`src/rtl/ser_pkg.sv`:
```
// Shared definitions for the PISO serializer slice.
//   state_t    : serializer FSM states
//   sel_width  : select-code width for a given word width
//   sel_start  : first bit index emitted for a word
//   sel_end    : last bit index emitted for a word
package ser_pkg;

  typedef enum logic {
    IDLE  = 1'b0,
    SHIFT = 1'b1
  } state_t;

  function automatic int sel_width(input int width);
    return $clog2(width);
  endfunction

  function automatic int sel_start(input int width, input bit msb_first);
    return msb_first ? width - 1 : 0;
  endfunction

  function automatic int sel_end(input int width, input bit msb_first);
    return msb_first ? 0 : width - 1;
  endfunction

endpackage

```
`src/rtl/mux_nx1.sv`:
```
// N:1 bit-select multiplexer.
//   in  : N candidate bits
//   sel : index of the bit to pass through
//   y   : in[sel]
module mux_nx1 #(
  parameter int N     = 8,
  parameter int SEL_W = $clog2(N)
) (
  input  logic [N-1:0]     in,
  input  logic [SEL_W-1:0] sel,
  output logic             y
);

  assign y = in[sel];

endmodule

```
`src/rtl/piso_mux_serializer.sv`:
```
// Parallel-in, serial-out serializer driving a WIDTH:1 bit-select mux.
//   clk, rst            : rising-edge clock, async active-high reset
//   in_valid/in_ready   : word handshake, in_data captured on accept
//   out_valid/out_ready : bit handshake, one bit per beat
//   out_bit             : word_q[out_sel]
//   out_sel             : current select code
//   out_last            : current beat is the final bit of the word
//   busy                : word in progress (SHIFT)
//
//   state | meaning
//   IDLE  | no word held, ready for a new word
//   SHIFT | walking word_q one bit per output beat
module piso_mux_serializer
  import ser_pkg::*;
#(
  parameter int WIDTH     = 8,
  parameter int SEL_W     = sel_width(WIDTH),
  parameter bit MSB_FIRST = 1'b0
) (
  input  logic             clk,
  input  logic             rst,
  input  logic             in_valid,
  output logic             in_ready,
  input  logic [WIDTH-1:0] in_data,
  output logic             out_valid,
  input  logic             out_ready,
  output logic             out_bit,
  output logic [SEL_W-1:0] out_sel,
  output logic             out_last,
  output logic             busy
);

  localparam logic [SEL_W-1:0] SEL_START = SEL_W'(sel_start(WIDTH, MSB_FIRST));
  localparam logic [SEL_W-1:0] SEL_END   = SEL_W'(sel_end(WIDTH, MSB_FIRST));
  localparam logic [SEL_W-1:0] SEL_ONE   = SEL_W'(1);

  state_t             state_q, state_d;
  logic [WIDTH-1:0]   word_q, word_d;
  logic [SEL_W-1:0]   sel_q, sel_d;
  logic               accept, beat;

  always_ff @(posedge clk or posedge rst) begin
    if (rst) begin
      state_q <= IDLE;
      word_q  <= '0;
      sel_q   <= SEL_START;
    end else begin
      state_q <= state_d;
      word_q  <= word_d;
      sel_q   <= sel_d;
    end
  end

  assign out_valid = (state_q == SHIFT);
  assign busy      = (state_q == SHIFT);
  assign out_last  = (state_q == SHIFT) && (sel_q == SEL_END);
  // A new word may land on the final beat so consecutive words have no gap.
  assign in_ready  = (state_q == IDLE) || (out_ready && out_last);
  assign out_sel   = sel_q;
  assign accept    = in_valid && in_ready;
  assign beat      = out_valid && out_ready;

  always_comb begin
    state_d = state_q;
    word_d  = word_q;
    sel_d   = sel_q;
    if (accept) begin
      word_d  = in_data;
      sel_d   = SEL_START;
      state_d = SHIFT;
    end else if (beat) begin
      if (out_last) begin
        state_d = IDLE;
        sel_d   = SEL_START;
      end else if (MSB_FIRST) begin
        sel_d = sel_q - SEL_ONE;
      end else begin
        sel_d = sel_q + SEL_ONE;
      end
    end
  end

  mux_nx1 #(
    .N     (WIDTH),
    .SEL_W (SEL_W)
  ) u_mux (
    .in  (word_q),
    .sel (sel_q),
    .y   (out_bit)
  );

endmodule

```
`config.mk`:
```
export PLATFORM = sky130hd
export DESIGN_NAME = piso_mux_serializer
export DESIGN_NICKNAME = d
export VERILOG_FILES = /design/src/rtl/ser_pkg.sv /design/src/rtl/mux_nx1.sv /design/src/rtl/piso_mux_serializer.sv
export SDC_FILE = /design/constraint.sdc
export NUM_CORES = 1
export LEC_CHECK = 0
export ABC_AREA = 1
export CAP_MARGIN = 20
export CORE_AREA = 5 5 42 44
export CTS_CLUSTER_DIAMETER = 100
export DETAILED_ROUTE_END_ITERATION = 12
export DIE_AREA = 0 0 47 49
export DONT_BUFFER_PORTS = 1
export HOLD_SLACK_MARGIN = 0.1
export MAX_ROUTING_LAYER = met4
export PLACE_DENSITY = 0.66
export SYNTH_ARGS = -nofsm -noshare
export SYNTH_HDL_FRONTEND = slang
export SYNTH_SLANG_ARGS = --single-unit
```
`constraint.sdc`:
```
create_clock -name clk -period 4.18 [get_ports clk]
set_input_delay 1.254 -clock clk [delete_from_list [all_inputs] [get_ports clk]]
set_output_delay 1.254 -clock clk [all_outputs]
set_load 0.01 [all_outputs]
```
* Word level (Yosys, flattened, before mapping) *
Index checks and enable logic that the tools add are counted.

word-level totals
  bits in registers = 12
  bits of input ports = 12
  output and inout bits = 8
  word-level logic and storage cells = 23

cells by class
  add/sub/neg operators = 1
  order comparisons = 1
  eq/ne operators = 1
  mux-type cells = 8
  bitwise operators = 1
  reductions and logical operators = 8

operators by type and width
  kind                   number
  $mux W3                3
  $logic_and A1 B1 Y1    4
  $lt A3 B4 Y1 const B   1
  $mux W1                4
  $reduce_bool A2 Y1     2
  $add A3 B1 Y3 const B  1
  $bmux W1 S3            1
  $eq A3 B3 Y1 const B   1
  $reduce_and A2 Y1      1
  $logic_or A1 B1 Y1     1
  $not A1 Y1             1

* Logic depth before layout (Yosys ltp) *
Gate-level depths: netlist (run 1).

  word-level depth = 7
  depth in mapped cells = 8
  mapped depth without buffers = 7

* By module *
A second synthesis (run 1) with hierarchy kept.

second synthesis, totals
  cell total of the unflattened synthesis = 90
  area, all modules = 658.1 sq um

modules (own cells, without submodules)
  module               times used  cells each  area an instance (sq um)
  piso_mux_serializer  1           62          548.0
  mux_nx1              1           28          110.1

* Least setup slack after synthesis (run 1) *
Ideal clock, no wire load.

  path type = input port to output port
  from = input out_ready
  to = output in_ready
  arrival time = 1.403 ns
  setup slack = 1.523 ns
  cell stages on the path = 2
  path through = nand2_1 nand2_2

between the ends
  cells in the longest elaborated chain, start to end = 2

ends and longest elaborated chain
  what                 line                       RTL
  from (decl)          piso_mux_serializer.sv:26  input logic out_ready,
  $logic_and A1 B1 Y1  piso_mux_serializer.sv:58  assign in_ready = (state_q == IDLE) || (out_ready && out_last);
  $logic_or A1 B1 Y1   piso_mux_serializer.sv:58
  to (decl)            piso_mux_serializer.sv:23  output logic in_ready,

Every way passes these cells.

* Worst setup path after layout (run 1) *
Same ends and word-level chain as after synthesis.

==> impl_metrics.yaml, run 1 <==
critical_path:
  start_kind: "input port"
  crit_fanout: 3
  path_delay_family: "simple AND/OR/NAND/NOR gates"
  critPathMaxStageDelay_ns: 0.12
  crit_buf_inv: 0
  cp.required_ns: 2.93
  crit_slowest_cell: "nand2_2"
  crit_chain: "nand2_1 > nand2_2"
  cp-end-kind: "output port"
  worstSetupPathType: "input port to output port"
  cp_data_arrival_time_ns: 1.41
drt:
  routedLengthMet1_um: 502
  wl_met2_um: 570
  route.met3.wl_um: 112
  ant_nets: 0
  drt_iter0_drc: 12
  viasPerCell: 4.77
  wl_per_cell_um: 12.3
  detail_route.first_pass.iterations: 2
  wirelength_mm: 1.20
  post-route-drc-count: 0
  dr.max_layer_used: "met4"
  num_vias: 463
synthesis:
  syn_area_um2: 616
  synthCells: 79
  synth_top_area_cell: "dfrtp_1"
  syn_nets: 93
  avgSynthCellArea_um2: 7.79
  synth_seq_cells: 12
  yosys_warnings: 0
  yosys-top-cells-area: "dfrtp_1 49%, nand2_1 12%, inv_1 9.8%, a21oi_1 6.5%, nor2_1 4.9%"
  ys_types: 14
  synth_top_area_share_pct: 48.8
  ys_seq_area_share_pct: 48.8
timing:
  slew-limit-headroom_pct: 69.7
  tns_ns: 0
  slew_viol_final: 0
  skew_ns: 0.00118
  report.final.setup_viol: 0
  min_period_ns: 2.67
  finalHoldViolations: 0
  fin_crit_sh_pct: 63.8
  rsz0062_at_grt: "false"
  tightestPinTransition_ns: 0.453
  max_freq_mhz: 375
  timing.final.ws_setup_ns: 1.51
global_routing:
  gr-total-overflow: 0
  grt_pass1_wl_mm: 2.05
  grt_pass1_vias: 492
  grt.total_usage_pct: 12.6
  grt_max_degree: 18
  antenna_found_initial: 0
cells_and_area:
  finalNonFillerCells: 97
  nets: 96
  antennaDiodeCount: 0
  area_growth_pct: 6.10
  drive_gt1_share_pct: 7.41
clocking:
  cts.path.max_buffers: 2
  clk_pin_slew_worst_paths_ns: 0.07
  cts_root_buffer: "clkbuf_4"
  tritoncts: "built"
  clock_sinks: 12
  cts_made_buffers: 3
  post_cts_resized: 0
  cts_setup_buffers: 0
  clock_latency_ns: 0.27
  ctsHtreeMaxLevel: 1
  cts_hold_buf: 0
die:
  chipHeight_um: 49
  die-width_um: 47
  die_area_um2: 2300
  rows: 14
  io_pins: 20
  core_area_um2: 1400
  initial_core_util_pct: 43.9
placement:
  io_buffer_count: 0
  pre_cts_slack_ns: 1.51
  dp.cells: 93
  place_congestion: 0.707
  hpwl_um: 912
power:
  power_leakage_nw: 0.375
  peakVddDrop_mv: 0.355
  power-per-cell-area_nw_per_um2: 737
flow_run:
  maxCapViolations: 0
status:
  outcome: "finished, final reports clean"
hold_path:
  hp-class: "flop to flop"
==> kinds of logic (layout without fill, tap and decap cells) <==
logic type	after synthesis	in the layout	share of synthesized area (%)
AOI/OAI and AO/OA	11	11	9.15
buffers and inverters	18	20	12.8
and+or+nand+nor	36	36	25.2
adders and majority gates	2	2	4.06
DFF	12	12	48.8
==> report_power, final <==
part	switching, W	internal (W)	total (W)	leakage [nW]
clock	0.0000384	0.0000529	0.0000913	0.0210
sequential	0.0000446	0.000170	0.000215	0.131
combinational	0.000110	0.0000652	0.000175	0.223
total	0.000193	0.000288	0.000481	0.375
==> worst reg2reg max path: cells and delay by family, from the launching register on <==
family | cells | cell delay (ns)
flops | 1 | 0.50
compound gates | 1 | 0.12
fa+ha+maj | 2 | 0.46
simple gates | 4 | 0.43
==> per-layer routing <==
layer,vias to the layer above,track usage (%)
li1,242,-
met1,204,13.0
met2,15,19.7
met3,2,6.27
met4,0,5.53
met5,-,-
==> cells in the final DEF, fill, tap and decap left out, drive strengths merged <==
cell / n
nand3b: 1
inv: 16
nor2: 8
a21oi: 8
nand3: 5
ha: 2
dfrtp: 12
o21ai: 2
o22ai: 1
nand2: 22
clkbuf: 4
==> final timing paths <==
| check | start | to | slack (ns) | cells past startpoint |
|---|---|---|---|---|
| worst max-delay path | out_ready | in_ready | 1.51 | 2 |
| worst min-delay path | word_q[0] | word_q[0] | 0.51 | 2 |
| min in group asynchronous | rst | word_q[2] | 0.87 | 1 |
| max in group asynchronous | rst | word_q[7] | 3.00 | 1 |
| worst min register to register | word_q[0] | word_q[0] | 0.51 | 2 |
| worst max register to register | out_sel[0] | word_q[1] | 2.60 | 7 |
==> sequential cells by signal (all words and copies together) (netlist names) <==
register / flops
word_q: 8
busy: 1
out_sel: 3
==> through the flow <==
stage / hold slack, ns / util (%) / cell area [µm²] / power, W
final: 0.514 / 46.6 / 653 / 0.000481
after floorplan: 0.481 / - / 616 / 0.000358
after global placement: 0.492 / 44.0 / 617 / 0.000387
after CTS: 0.520 / 46.6 / 653 / 0.000489
after global routing: 0.551 / 46.6 / 653 / 0.000531
after detailed placement: 0.502 / 44.0 / 617 / 0.000397
==> area by class of cell <==
cell class / count / area [µm²]
flip-flops and latches: 12 / 300
well taps: 16 / 20.0
clock buffers: 4 / 36.3
fillers: 167 / 748
inverters: 16 / 60.1
multi-input cells: 49 / 236
==> synthesized netlist by cell type <==
cell,number
o21ai_0,2
nand3_1,5
nand3b_1,1
a21oi_1,8
nor2_1,8
ha_1,2
nand2_4,1
dfrtp_1,12
nand2_1,20
o22ai_1,1
buf_4,1
buf_6,1
nand2_2,1
inv_1,16
Power figures use the tool's default switching activity.
==> run 2: changes to the inputs <==
- clock period: 4.18 -> 2.7 ns (I/O delays scaled with it)
==> run 2 against run 1 <==
Compared with the run above:
- final cell count is 1.0% lower
- flip-flop and latch count stayed put
- critical path type is now flop to output port
- critical path depth is 2 higher
- die area stayed put
- highest routed layer unchanged
==> impl_metrics.yaml, run 2 (synthesis results as in run 1) <==
status:
  outcome: "finished, final reports clean"
timing:
  report.final.setup_viol: 0
  fin_crit_sh_pct: 82.0
  finalHoldViolations: 0
  slew-limit-headroom_pct: 69.1
  min_period_ns: 2.21
  max_freq_mhz: 452
  tns_ns: 0
  rsz0062_at_grt: "false"
  slew_viol_final: 0
  tightestPinTransition_ns: 0.463
  skew_ns: 0.00496
  timing.final.ws_setup_ns: 0.486
drt:
  drt_iter0_drc: 10
  post-route-drc-count: 0
  detail_route.first_pass.iterations: 5
  num_vias: 456
  viasPerCell: 4.75
  wirelength_mm: 1.14
  wl_per_cell_um: 11.9
  ant_nets: 0
critical_path:
  worstSetupPathType: "flop to output port"
  start_kind: "flop"
  cp-end-kind: "output port"
  crit_fanout: 8
  cp.required_ns: 1.89
  cp_data_arrival_time_ns: 1.40
die:
  chipHeight_um: 49
  io_pins: 20
  core_area_um2: 1400
  die_area_um2: 2300
  rows: 14
  die-width_um: 47
  initial_core_util_pct: 43.9
power:
  peakVddDrop_mv: 0.473
  power_leakage_nw: 0.368
  power-per-cell-area_nw_per_um2: 1110
clocking:
  cts_made_buffers: 3
  cts_root_buffer: "clkbuf_4"
  ctsHtreeMaxLevel: 1
  post_cts_resized: 0
  cts.path.max_buffers: 2
  clk_pin_slew_worst_paths_ns: 0.07
  cts_setup_buffers: 0
  clock_sinks: 12
  cts_hold_buf: 0
  clock_latency_ns: 0.27
  tritoncts: "built"
cells_and_area:
  area_growth_pct: 3.86
  nets: 96
  mostFrequentLayoutCells: "20 x nand2_1, 16 x inv_1, 12 x dfrtp_1, 8 x nor2_1, 8 x a21oi_1"
  final_common_cell: "nand2_1"
  antennaDiodeCount: 0
  fillCellCount: 159
  finalNonFillerCells: 96
  multiInputGateArea_um2: 236
  final_util_pct: 45.6
  largest_register_ffs: 8
  seq_area_um2: 300
  top_register: "word_q"
  drive_gt1_share_pct: 6.25
placement:
  place_congestion: 0.801
  hpwl_um: 882
  pre_cts_slack_ns: 0.775
  io_buffer_count: 0
  dp.cells: 93
global_routing:
  grt_pass1_wl_mm: 1.93
  grt_max_degree: 18
  antenna_found_initial: 0
  grt.total_usage_pct: 11.5
  grt_pass1_vias: 438
  gr-total-overflow: 0
flow_run:
  maxCapViolations: 0
hold_path:
  hp-class: "input port to asynchronous set/reset pin"
[run 2: where the power goes]
group | switching (W) | total (W) | internal (W)
sequential | 0.0000678 | 0.000331 | 0.000264
combinational | 0.000170 | 0.000270 | 0.000100
clock | 0.0000556 | 0.000107 | 0.0000516
total | 0.000293 | 0.000709 | 0.000415
[run 2: final timing paths]
kind | from | end | slack, ns | cells after the start
worst max-delay path | out_sel[0] | in_ready | 0.49 | 4
worst min-delay path | rst | out_sel[0] | 0.43 | 1
worst max register to register | out_sel[0] | out_sel[1] | 1.12 | 7
worst min register to register | word_q[4] | word_q[4] | 0.51 | 2
max in group asynchronous | rst | word_q[5] | 1.95 | 1
min in group clk | word_q[4] | word_q[4] | 0.51 | 2
[run 2: layout make-up]
type,instances,area share (%)
Multi-Input combinational cell,49,37.0
Inverter,16,9.39
Clock buffer,3,3.52
Sequential cell,12,47.0
Tap cell,16,3.13
[run 2: through the flow]
stage	hold slack, ns	instance area, µm²	total power (W)
finish	0.431	639	0.000709
global route	0.461	639	0.000785
CTS	0.443	639	0.000717
detailed placement	0.505	617	0.000608
global placement	0.495	617	0.000601
floorplan	0.481	616	0.000554
[run 2: metal layers]
| metal | track usage [%] | wire (µm) | share of wire, % | vias to the layer above |
|---|---|---|---|---|
| met3 | 4.80 | 128 | 11 | 2 |
| met2 | 15.4 | 511 | 45 | 18 |
| li1 | - | - | - | 244 |
| met4 | 4.15 | 15 | 1.3 | 0 |
| met1 | 15.5 | 488 | 43 | 192 |
| met5 | - | 0 | 0 | - |
[run 2: worst max-delay path, cell delays in order, from the launching register on]
cell and delay, ns:
dfrtp_1 0.50, ha_1 0.25, ha_1 0.20, nand2_1 0.08, nand2_2 0.10
==> run 3: changes to the inputs <==
- clock period: 2.7 -> 2.1 ns (I/O delays scaled with it)
==> run 3 against run 2 <==
Compared with the run above:
- worst setup slack worse by 0.36 ns
- clock power grew 24%
- clock skew is 0.0029 ns lower
- count of clock-buffer cells in the layout did not move
- flip-flop and latch count unchanged
- critical path type unchanged
- highest routed layer unchanged
- critical endpoint unchanged
- combinational power grew 29%
- global-route usage grew 0.45 points
- first-iteration DRC count grew 20%
- critical path depth is the same
- routed wire length decreased by 0.87%
==> impl_metrics.yaml, run 3 (synthesis results as in run 1) <==
timing:
  tightestPinTransition_ns: 0.435
  min_period_ns: 1.97
  timing.final.ws_setup_ns: 0.127
  tns_ns: 0
  max_freq_mhz: 507
  slew-limit-headroom_pct: 71.0
  finalHoldViolations: 0
  skew_ns: 0.00201
  fin_crit_sh_pct: 94.0
  report.final.setup_viol: 0
  slew_viol_final: 0
  rsz0062_at_grt: "false"
placement:
  dp.cells: 93
  io_buffer_count: 0
  place_congestion: 0.800
  pre_cts_slack_ns: 0.363
  hpwl_um: 900
critical_path:
  crit_slowest_cell: "dfrtp_2"
  cp-end-kind: "output port"
  cp.required_ns: 1.47
  worstSetupPathType: "flop to output port"
  reg2reg_setup_slack_ns: 0.58
  start_kind: "flop"
  path_delay_family: "flip-flops"
  cp_data_arrival_time_ns: 1.34
  crit_fanout: 8
  crit_chain: "ha_1 > ha_1 > nand2_1 > nand2_2"
  path_common_cell: "ha_1"
  crit_buf_inv: 0
  critPathMaxStageDelay_ns: 0.47
cells_and_area:
  top_register: "word_q"
  largest_register_ffs: 8
  final_common_cell: "nand2_1"
  drive_gt1_share_pct: 7.50
  area_growth_pct: 4.07
  fillCellCount: 148
  finalNonFillerCells: 96
  multiInputGateArea_um2: 236
  nets: 96
  seq_area_um2: 302
  antennaDiodeCount: 0
  mostFrequentLayoutCells: "20 x nand2_1, 16 x inv_1, 11 x dfrtp_1, 8 x nor2_1, 8 x a21oi_1"
power:
  clkPwrFrac_pct: 14.7
  peakVddDrop_mv: 0.628
  power-per-cell-area_nw_per_um2: 1420
  intPower_w: 0.000537
  power_leakage_nw: 0.367
  p_switching_w: 0.000372
  pwr-share-seq_pct: 47.1
  power_switching_share_pct: 40.9
  power_frac_comb_pct: 38.2
die:
  rows: 14
  die_area_um2: 2300
  io_pins: 20
  initial_core_util_pct: 43.9
  die-width_um: 47
  chipHeight_um: 49
  core_area_um2: 1400
status:
  outcome: "finished, final reports clean"
clocking:
  cts_root_buffer: "clkbuf_4"
  tritoncts: "built"
  cts_made_buffers: 3
  cts_hold_buf: 0
  ctsHtreeMaxLevel: 1
  clock_sinks: 12
  clock_latency_ns: 0.26
  cts_setup_buffers: 0
  clk_pin_slew_worst_paths_ns: 0.07
  cts.path.max_buffers: 2
drt:
  viasPerCell: 4.79
  drt_iter0_drc: 12
  ant_nets: 0
  wl_per_cell_um: 11.8
  post-route-drc-count: 0
  wirelength_mm: 1.13
  num_vias: 460
  detail_route.first_pass.iterations: 4
global_routing:
  grt_pass1_vias: 444
  grt_max_degree: 18
  grt.total_usage_pct: 12.0
  gr-total-overflow: 0
  antenna_found_initial: 0
  grt_pass1_wl_mm: 1.94
hold_path:
  hp-class: "input port to asynchronous set/reset pin"
flow_run:
  maxCapViolations: 0
## run 3: cell counts in the layout (fill, tap and decap cells not counted)
Identical to the previous run, type by type.
## run 3: per-layer routing
metal  GRT usage (%)  up-vias  routed length (µm)  part of all wire, %
met1            14.8      195                 487                   43
met3            5.54        2                 123                   11
met5               -        -                   0                    0
met2            15.6       19                 518                   46
li1                -      244                   -                    -
met4            6.91        0                   4                 0.35
## run 3: final timing paths
check                              to  depth (start not counted)        from
setup reg to reg           out_sel[1]                          7  out_sel[0]
min in group clk                 busy                          2    in_valid
max in group asynchronous  out_sel[0]                          1         rst
setup / recovery             in_ready                          4  out_sel[0]
hold / removal              word_q[2]                          1         rst
hold reg to reg             word_q[2]                          2   word_q[2]
## run 3: timing repair
action,in CTS,in global routing
resized for setup,0,1
hold endpoints to repair,0,0
endpoints found under the setup margin,0,1
## run 3: worst register-to-register path, delay by kind of cell (launching register included)
family | cells | cell delay, ns
flops | 1 | 0.47
simple gates | 4 | 0.46
compound gates | 1 | 0.09
fa+ha+maj | 2 | 0.42
## run 3: per-stage QoR
| step | utilization [%] | instance area [µm²] | hold WS (ns) | total power [W] |
|---|---|---|---|---|
| floorplan | - | 616 | 0.481 | 0.000712 |
| global placement | 44.0 | 617 | 0.495 | 0.000773 |
| detailed placement | 44.0 | 617 | 0.505 | 0.000787 |
| CTS | 45.6 | 639 | 0.255 | 0.000926 |
| global route | 45.7 | 641 | 0.268 | 0.00101 |
| finish | 45.7 | 641 | 0.247 | 0.000908 |
## run 3: cell type report
| class | count | share of cell area (%) |
|---|---|---|
| sequential | 12 | 47.1 |
| multi-input combinational | 49 | 36.9 |
| inverter | 16 | 9.38 |
| clock buffer | 3 | 3.52 |
| tap | 16 | 3.13 |
## run 3: power by group through the flow
stage / Combinational (W) / Sequential [W] / Clock, W
floorplan: 0.000301 / 0.000411 / 0
global placement: 0.000343 / 0.000430 / 0
global route: 0.000412 / 0.000445 / 0.000154
finish: 0.000347 / 0.000428 / 0.000133
CTS: 0.000358 / 0.000427 / 0.000142
detailed placement: 0.000355 / 0.000432 / 0
